[src/rtl/returns_pkg.sv]
`default_nettype none
// ============================================================================
// Module : returns_pkg
// Brief  : Shared types and defaults for the price-return feeder.
// Rev    : 1.0
// ============================================================================
package returns_pkg;

  localparam int DEF_WIDTH    = 16;
  localparam int DEF_FRACT    = 8;
  localparam int DEF_N_STOCKS = 4;
  localparam int DIV_W        = DEF_WIDTH + DEF_FRACT;

  typedef logic        [DEF_WIDTH-1:0] price_t;
  typedef logic signed [DEF_WIDTH-1:0] ret_t;

  typedef enum logic [2:0] {
    PRIME = 3'd0,
    IDLE  = 3'd1,
    LOAD  = 3'd2,
    DIV   = 3'd3,
    WB    = 3'd4,
    DONE  = 3'd5
  } state_t;

endpackage
`default_nettype wire

[src/rtl/seq_divider.sv]
`default_nettype none
// ============================================================================
// Module : seq_divider
// Brief  : Unsigned restoring divider, one quotient bit per cycle, MSB first.
//          done marks the final step; quotient is final from the next cycle.
// Rev    : 1.0
// ============================================================================
module seq_divider #(
  parameter int DIV_W = returns_pkg::DIV_W
) (
  input  logic             clk,
  input  logic             rst_n,
  input  logic             start,
  input  logic [DIV_W-1:0] dividend,
  input  logic [DIV_W-1:0] divisor,
  output logic             busy,
  output logic             done,
  output logic [DIV_W-1:0] quotient,
  output logic             div_zero
);

  localparam int                 c_cnt_w = (DIV_W > 1) ? $clog2(DIV_W) : 1;
  localparam logic [c_cnt_w-1:0] c_last  = c_cnt_w'(DIV_W - 1);

  logic [DIV_W-1:0]   r_q;
  logic [DIV_W-1:0]   r_div;
  logic [DIV_W-1:0]   r_rem;
  logic [c_cnt_w-1:0] r_cnt;
  logic               r_busy;
  logic               r_dz;

  logic [DIV_W:0] w_shift;
  logic [DIV_W:0] w_sub;

  assign w_shift = {r_rem, r_q[DIV_W-1]};
  assign w_sub   = w_shift - {1'b0, r_div};

  always_ff @(posedge clk or negedge rst_n) begin
    if (!rst_n) begin
      r_q    <= '0;
      r_div  <= '0;
      r_rem  <= '0;
      r_cnt  <= '0;
      r_busy <= 1'b0;
      r_dz   <= 1'b0;
    end else if (start) begin
      r_busy <= 1'b1;
      r_cnt  <= '0;
      r_rem  <= '0;
      r_div  <= divisor;
      r_dz   <= (divisor == '0);
      r_q    <= (divisor == '0) ? '0 : dividend;
    end else if (r_busy) begin
      // A zero divisor still burns the full step count so callers see fixed latency.
      if (!r_dz) begin
        if (w_sub[DIV_W]) begin
          r_rem <= w_shift[DIV_W-1:0];
          r_q   <= {r_q[DIV_W-2:0], 1'b0};
        end else begin
          r_rem <= w_sub[DIV_W-1:0];
          r_q   <= {r_q[DIV_W-2:0], 1'b1};
        end
      end
      r_cnt <= r_cnt + c_cnt_w'(1);
      if (r_cnt == c_last) begin
        r_busy <= 1'b0;
      end
    end
  end

  assign busy     = r_busy;
  assign done     = r_busy && (r_cnt == c_last);
  assign quotient = r_q;
  assign div_zero = r_dz;

endmodule
`default_nettype wire

[src/rtl/returns_calc.sv]
`default_nettype none
// ============================================================================
// Module : returns_calc
// Brief  : Per-stock simple return (p_t - p_{t-1}) / p_{t-1} via a shared
//          sequential divider. RETURNS_SAT_EN: clamp instead of wrap.
// Rev    : 1.0
// ============================================================================
module returns_calc
  import returns_pkg::*;
#(
  parameter int WIDTH    = DEF_WIDTH,
  parameter int FRACT    = DEF_FRACT,
  parameter int N_STOCKS = DEF_N_STOCKS
) (
  input  logic                      clk,
  input  logic                      rst_n,
  input  logic                      valid_in,
  output logic                      ready_out,
  input  logic [N_STOCKS*WIDTH-1:0] price_in,
  output logic                      valid_out,
  output logic [N_STOCKS*WIDTH-1:0] ret_out,
  output logic [N_STOCKS-1:0]       div_zero
);

  localparam int                 c_div_w    = WIDTH + FRACT;
  localparam int                 c_idx_w    = (N_STOCKS > 1) ? $clog2(N_STOCKS) : 1;
  localparam logic [c_idx_w-1:0] c_last_idx = c_idx_w'(N_STOCKS - 1);

  state_t              r_state;
  logic [c_idx_w-1:0]  r_idx;
  logic                r_neg;
  logic [WIDTH-1:0]    r_prev    [N_STOCKS];
  logic [WIDTH-1:0]    r_cur     [N_STOCKS];
  logic [WIDTH-1:0]    r_ret     [N_STOCKS];
  logic [WIDTH-1:0]    r_ret_out [N_STOCKS];
  logic [N_STOCKS-1:0] r_dz;
  logic [N_STOCKS-1:0] r_dz_out;
  logic                r_valid_out;

  logic [WIDTH-1:0]    w_price [N_STOCKS];
  logic [WIDTH:0]      w_diff;
  logic                w_neg;
  logic [WIDTH-1:0]    w_mag;
  logic [c_div_w-1:0]  w_dividend;
  logic [c_div_w-1:0]  w_divisor;
  logic [c_div_w-1:0]  w_q;
  logic                w_div_start;
  logic                w_div_busy;
  logic                w_div_done;
  logic                w_div_zero;
  logic [WIDTH-1:0]    w_wrap;
  logic [WIDTH-1:0]    w_ret;

  for (genvar i = 0; i < N_STOCKS; i++) begin : g_lane
    assign w_price[i]                = price_in[i*WIDTH +: WIDTH];
    assign ret_out[i*WIDTH +: WIDTH] = r_ret_out[i];
  end

  assign w_diff      = {1'b0, r_cur[r_idx]} - {1'b0, r_prev[r_idx]};
  assign w_neg       = w_diff[WIDTH];
  assign w_mag       = w_neg ? -w_diff[WIDTH-1:0] : w_diff[WIDTH-1:0];
  assign w_dividend  = {w_mag, {FRACT{1'b0}}};
  assign w_divisor   = {{FRACT{1'b0}}, r_prev[r_idx]};
  assign w_div_start = (r_state == LOAD);

  seq_divider #(
    .DIV_W (c_div_w)
  ) u_div (
    .clk      (clk),
    .rst_n    (rst_n),
    .start    (w_div_start),
    .dividend (w_dividend),
    .divisor  (w_divisor),
    .busy     (w_div_busy),
    .done     (w_div_done),
    .quotient (w_q),
    .div_zero (w_div_zero)
  );

  // Truncation on the magnitude gives round-toward-zero once the sign is restored.
  assign w_wrap = r_neg ? -w_q[WIDTH-1:0] : w_q[WIDTH-1:0];

`ifdef RETURNS_SAT_EN
  localparam logic [c_div_w-1:0] c_pos_lim = c_div_w'((2 ** (WIDTH-1)) - 1);
  localparam logic [c_div_w-1:0] c_neg_lim = c_div_w'(2 ** (WIDTH-1));

  always_comb begin
    w_ret = w_wrap;
    if (!r_neg && (w_q > c_pos_lim)) begin
      w_ret = {1'b0, {(WIDTH-1){1'b1}}};
    end else if (r_neg && (w_q > c_neg_lim)) begin
      w_ret = {1'b1, {(WIDTH-1){1'b0}}};
    end
  end
`else
  logic w_unused_q_hi;
  assign w_unused_q_hi = ^w_q[c_div_w-1:WIDTH];
  assign w_ret         = w_wrap;
`endif

  always_ff @(posedge clk or negedge rst_n) begin
    if (!rst_n) begin
      r_state     <= PRIME;
      r_idx       <= '0;
      r_neg       <= 1'b0;
      r_prev      <= '{default: '0};
      r_cur       <= '{default: '0};
      r_ret       <= '{default: '0};
      r_ret_out   <= '{default: '0};
      r_dz        <= '0;
      r_dz_out    <= '0;
      r_valid_out <= 1'b0;
    end else begin
      r_valid_out <= 1'b0;
      case (r_state)
        PRIME: begin
          if (valid_in) begin
            r_prev  <= w_price;
            r_state <= IDLE;
          end
        end
        IDLE: begin
          if (valid_in) begin
            r_cur   <= w_price;
            r_idx   <= '0;
            r_state <= LOAD;
          end
        end
        LOAD: begin
          r_neg   <= w_neg;
          r_state <= DIV;
        end
        DIV: begin
          // An idle divider here can only mean a lost start; never stall on it.
          if (w_div_done || !w_div_busy) begin
            r_state <= WB;
          end
        end
        WB: begin
          r_ret[r_idx] <= w_ret;
          r_dz[r_idx]  <= w_div_zero;
          if (r_idx == c_last_idx) begin
            r_state <= DONE;
          end else begin
            r_idx   <= r_idx + c_idx_w'(1);
            r_state <= LOAD;
          end
        end
        DONE: begin
          r_ret_out   <= r_ret;
          r_dz_out    <= r_dz;
          r_valid_out <= 1'b1;
          r_prev      <= r_cur;
          r_state     <= IDLE;
        end
        default: begin
          r_state <= PRIME;
        end
      endcase
    end
  end

  assign ready_out = (r_state == PRIME) || (r_state == IDLE);
  assign valid_out = r_valid_out;
  assign div_zero  = r_dz_out;

endmodule
`default_nettype wire

[config.mk]
export PLATFORM = sky130hd
export DESIGN_NAME = returns_calc
export DESIGN_NICKNAME = d
export VERILOG_FILES = /design/src/rtl/returns_pkg.sv /design/src/rtl/seq_divider.sv /design/src/rtl/returns_calc.sv
export SDC_FILE = /design/constraint.sdc
export NUM_CORES = 1
export LEC_CHECK = 0
export CORE_UTILIZATION = 59
export CTS_BUF_LIST = sky130_fd_sc_hd__clkbuf_16
export DETAILED_ROUTE_END_ITERATION = 8
export GPL_TIMING_DRIVEN = 0
export PLACE_DENSITY_LB_ADDON = 0.12
export SLEW_MARGIN = 20
export SYNTH_ARGS = -nofsm -noshare
export SYNTH_HDL_FRONTEND = slang
export SYNTH_SLANG_ARGS = --single-unit
[constraint.sdc]
create_clock -name clk -period 6.1 [get_ports clk]
set_input_delay 1.22 -clock clk [delete_from_list [all_inputs] [get_ports clk]]
set_output_delay 1.22 -clock clk [all_outputs]
set_load 0.05 [all_outputs]
Word-level counts from Yosys, hierarchy flattened
Cells that the tools add are included.
{ "word_totals": {"ff_bits": 342, "input_bits": 67, "out_inout_bits": 70} }
{ "op_classes": {"addsub": 6, "magnitude_cmp": 4, "eq_ne": 12, "mux": 39, "bitwise_logic": 1, "reduce_logical": 16} }
{ "op_table": {"columns": ["cell", "n"], "rows": [
  ["$mux 24", 8],
  ["$pmux 64 s2", 1],
  ["$mux 16", 7],
  ["$bmux 16 s2", 2],
  ["$bwmux 64", 1],
  ["$mux 64", 1],
  ["$demux 16 s2", 1],
  ["$neg 16->16", 2],
  ["$sub 25x16->25", 1],
  ["$logic_not 24->1", 1],
  ["$pmux 3 s6", 1],
  ["$sub 16x16->17", 1],
  ["$mux 3", 4],
  ["$mux 5", 2],
  ["$ne 2x2->1 const B", 4],
  ["$eq 3x2->1 const B", 2],
  ["$eq 3x3->1 const B", 2],
  ["$mux 1", 6],
  ["$reduce_and 2->1", 3],
  ["$reduce_and 3->1", 2],
  ["$reduce_bool 2->1", 3],
  ["$add 5x1->5 const B", 1],
  ["$eq 5x5->1 const B", 1],
  ["$bwmux 4", 1],
  ["16 further kinds", 20]
]} }

Logic depth before layout (Yosys ltp)
{ "logic_depth": {"ltp_word": 9, "depth_mapped": 17, "depth_no_buf": 14} }

Cells and area by module
From an unflattened synthesis, not the netlist that was laid out.
{ "unflattened": {"hier_cells": 1845, "area_unflattened_um2": 17634.4} }
{ "by_module_without_submodules": {"columns": ["mod", "instances", "cells_each", "area_per_inst_um2"], "rows": [
  ["returns_calc", 1, 1324, 12891.1],
  ["seq_divider", 1, 521, 4743.3]
]} }

Worst setup path before layout
No wires, ideal clock.
{ "synth_timing": {"path_type": "register to register", "start": "register r_idx[0]", "end": "register u_div.r_q[23] (netlist: u_div.quotient[23])", "setup_ns": 0.140, "arrival_ns": 4.583, "required_ns": 5.960, "setup_slack_ns": 1.377, "path_stages_with_launch": 18, "n_path_buf": 3, "synth_period_minus_slack_ns": 4.723, "path_cell_list": "dfrtp_1 -> buf_2 -> buf_1 -> buf_2 -> mux4_2 -> inv_1 -> ha_1 -> inv_1 -> fa_1 -> a211oi_1 -> o21bai_1 -> a21oi_1 -> xnor2_1 -> or4_1 -> nor3_1 -> a41oi_1 -> xnor2_1 -> o221ai_1"} }
{ "synth_between": {"elab_chain_len": 9, "elab_cells_between_ends": 13, "classes_between": "add/sub: 2; mux: 9; bitwise: 1; reduce/logical: 1"} }
{ "synth_lines": {"columns": ["element", "line", "rtl"], "rows": [
  ["from (decl)", "returns_calc.sv:30", "logic [c_idx_w-1:0] r_idx;"],
  ["from (signal assigned)", "returns_calc.sv:145", "r_idx <= r_idx + c_idx_w'(1);"],
  ["$not 2->3 (implied by the code) (*)", "returns_calc.sv:59, returns_calc.sv:63", null],
  ["$bmux 16 s2 (on tied branches)", "returns_calc.sv:59, returns_calc.sv:63", null],
  ["$mux 16 (on tied branches) (2 in a row)", "returns_calc.sv:59, returns_calc.sv:63", null],
  ["$sub 16x16->17", "returns_calc.sv:59", "assign w_diff = {1'b0, r_cur[r_idx]} - {1'b0, r_prev[r_idx]};"],
  ["$neg 16->16", "returns_calc.sv:61", "assign w_mag = w_neg ? -w_diff[WIDTH-1:0] : w_diff[WIDTH-1:0];"],
  ["$mux 16", "returns_calc.sv:61", null],
  ["$mux 24 (*)", "seq_divider.sv:52", "r_q <= (divisor == '0) ? '0 : dividend;"],
  ["$mux 24 (*)", "seq_divider.sv:46", "end else if (start) begin"],
  ["to (signal assigned)", "seq_divider.sv:52", null],
  ["to (signal assigned)", "seq_divider.sv:58", "r_q <= {r_q[DIV_W-2:0], 1'b0};"],
  ["to (signal assigned)", "seq_divider.sv:61", "r_q <= {r_q[DIV_W-2:0], 1'b1};"],
  ["to (decl)", "seq_divider.sv:25", "logic [DIV_W-1:0] r_q;"]
]} }
Every way passes the cells marked *; elsewhere a longest branch is shown, timed or not. The select of a mux whose other input is x is not followed.
A chain may end at the register's enable or synchronous reset.

Worst setup path after layout
Same ends and word-level chain as after synthesis.

==> results.toml <==
[place]
placed_cells = 2368
routabilityCongestion = 0.931
dp_hpwl_um = 32400
placed_area_um2 = 18500
io_buffers = 136

[die]
die_h_um = 170
initial_core_util = 0.599
die_width_um = 170
ios = 137
num_rows = 61
die-area_um2 = 28800
core_area_um2 = 27700

[worst_hold_path]
worstHoldPathType = "reg2reg"
hold_path.startpoint = "r_ret[14]"
holdPathStages = 2
hold_end = "ret_out[62]"

[drt]
dr.pass1.iters = 5
wirelength_um = 44000
vias = 14000
drc = 0
antenna_left = 0
wire_per_inst_um = 18.1
drt_iter0_drc = 1161
viasPerCell = 5.74

[worst_setup_path]
path_max_fanout = 17
cp.arrival_ns = 5.73
r2r_setup_slack_ns = 0.76
r2r_end = "u_div.quotient[23]"
worst_r2r_path_depth = 13
crit_buf_inv = 4
crit_path_max_incr_delay_ns = 0.77
path_class = "reg2reg"
crit_path_end_kind = "flop"
required_ns = 6.49
cp-start-kind = "flop"
cp_top_family = "buffers and inverters"
critPathSlowestCell = "o41ai_1"
timing.rr.start = "r_idx[0]"
cp_cell_sequence = "buf_2 > buf_2 > clkbuf_1 > mux4_2 > ha_1 > clkbuf_1 > nand2_1 > o41ai_1 > a2111o_1 > o311ai_0 > a41oi_1 > xnor2_1 > o221ai_1"

[synth]
synthFlopType = "dfrtp_1"
synth-edff-count = 0
synth_common_cells = "677 x nand2_1, 342 x dfrtp_1, 136 x o21ai_0"
yosysTopAreaCellShare = 0.516
ys_ff_latch = 342
netlist_instances = 1850
netlist_top_cells_area = "dfrtp_1 52%, nand2_1 15%, mux4_2 4.3%, o21ai_0 4.1%, ha_1 2.9%"
synthXorXnorAreaFrac = 0.0353
synth_top_family_by_area = "simple AND/OR/NAND/NOR gates"
ys_warn_count = 0
yosys.area_share.adder = 0.0318
synth_nets = 1958
yosys.area_share.simple = 0.216
netlist_area_um2 = 16600
syn_avg_cell_area_um2 = 8.97
yosysTopAreaCell = "dfrtp_1"
synth.distinct_cells = 67
async_flop_share = 1.00
yosys.cell_count.top_type = "nand2_1"
synth_compound_area_frac = 0.120
synth.area.mux_share = 0.0459
yosysSeqAreaShare = 0.516

[finish]
drive_above_1_share = 0.0501
nFillCells = 2147
multi_input_area_um2 = 7440
fin_area_um2 = 19700
antenna_cells = 0
synthToLayoutAreaGrowth_pct = 18.5
fin_nets = 2136
seq_area_um2 = 8560
stdcell_count = 2432

[timing]
slew_headroom = 0.328
post-route-period-util = 0.876
hold_ws_ns = 0.466
fmax_mhz = 187
setup_viol = 0
min_period_ns = 5.34
skew_ns = 0.0175
hold_violations = 0
worstMarginPinSlew_ns = 1.01
maxSlewViolCount = 0
rsz0062_at_grt = "false"

[grt]
antenna_found_initial = 0
grt_max_degree = 91
grt_usage = 0.317
grt_pass1_vias = 13800
grt_pass1_wl_um = 71200
overflow = 0

[cts]
root_buffer = "clkbuf_16"
cts.sinks = 342
htree_levels = 2
path_clk_slew_ns = 0.06
clkLatencyLatePin_ns = 0.53
cts_tree = "done"
cts_hold_buf = 0
cts_setup_buffers = 0
cts-buffers-inserted = 37
clockBufferDepth = 3

[pwr]
clockPowerShare = 0.178
p_comb_frac = 0.518
p_seq_frac = 0.304
p_int_mw = 6.66
cellPowerDensity_nw_per_um2 = 601
irDropWorstVdd_mv = 0.341
power.static_leakage_nw = 9.24
p_sw_mw = 5.16
switching_share = 0.437

[run]
drv_cap = 0

[run_status]
status = "finished clean"
==> stage by stage <==
step	setup WS, ns	utilization	power (mW)	TNS, ns
after floorplan	1.38	-	7.99	0
after global placement	-10.92	0.665	9.44	-3727.15
after detailed placement	0.180	0.669	9.66	0
after CTS	0.151	0.710	11.8	0
after global routing	0.295	0.710	12.7	0
final	0.756	0.710	11.8	0
==> flip-flops by register name, indices dropped and copies added (netlist names), 5 cells and up <==
name            cells
r_prev             64
ret_out            64
u_div.r_cnt         5
u_div.quotient     24
u_div.r_rem        24
r_cur              64
u_div.r_div        16
r_ret              64
==> power groups by stage <==
| stage | registers (mW) | logic [mW] | clock network (mW) |
|---|---|---|---|
| CTS | 3.57 | 6.10 | 2.12 |
| detailed placement | 3.60 | 6.06 | 0 |
| floorplan | 3.50 | 4.50 | 0 |
| global route | 3.67 | 6.80 | 2.21 |
| global placement | 3.57 | 5.86 | 0 |
| finish | 3.60 | 6.12 | 2.10 |
==> cell usage in the layout (no fill, tap or decap), types with 14 or more instances in the layout <==
cell,count
nand2_1,677
xor2_1,37
ha_1,39
o21ai_0,136
dfrtp_1,342
clkbuf_1,93
mux4_2,32
inv_1,59
nand2b_1,14
nand3_1,23
nor2_1,106
a31oi_1,70
xnor2_1,28
clkdlybuf4s50_1,135
a21oi_1,30
clkbuf_16,37
==> metal layers <==
| metal | routed length, um | track usage | vias up | part of all wire |
|---|---|---|---|---|
| met4 | 2100 | 0.153 | 0 | 0.048 |
| met3 | 2680 | 0.0455 | 133 | 0.061 |
| met2 | 21300 | 0.530 | 535 | 0.48 |
| met1 | 18000 | 0.409 | 6716 | 0.41 |
| li1 | - | - | 6586 | - |
| met5 | 0 | 0 | - | 0 |
==> kinds of logic (layout without fill, tap and decap cells) <==
group | count (synthesis) | after routing
compound gates | 325 | 325
flops | 342 | 342
simple gates | 887 | 887
fa+ha+maj | 41 | 41
buf+inv | 153 | 357
mux | 36 | 36
xor+xnor | 66 | 66
==> tightest hold or removal path, delay by kind of cell, from the launching register on <==
kind             cells  cell delay, ns
DFF                  1            0.34
and+or+nand+nor      2            0.10
==> repair_timing <==
item / in CTS / in global routing
gates resized for setup: 0 / 0
hold endpoints to repair: 0 / 0
endpoints found under the setup margin: 0 / 15
==> layout make-up <==
| class | instances | share of cell area |
|---|---|---|
| well taps | 378 | 0.0241 |
| plain buffers | 104 | 0.0205 |
| clock inverters | 28 | 0.0102 |
| clock buffers | 37 | 0.0471 |
| multi-input cells | 1355 | 0.379 |
| repair buffers | 140 | 0.0751 |
| flip-flops and latches | 342 | 0.435 |
| inverters | 48 | 0.00916 |
==> how the worst max path moves through the flow <==
stage                   from                 end  slack, ns  cells past startpoint
floorplan           r_idx[0]  u_div.quotient[23]       1.38                     17
global placement       rst_n           r_cur[11]     -10.92                      1
detailed placement  r_idx[0]  u_div.quotient[23]       0.18                     14
CTS                 r_idx[0]  u_div.quotient[23]       0.15                     14
global route        r_idx[0]  u_div.quotient[23]       0.30                     15
finish              r_idx[0]  u_div.quotient[23]       0.76                     13
(Power assumes the default switching activity.)
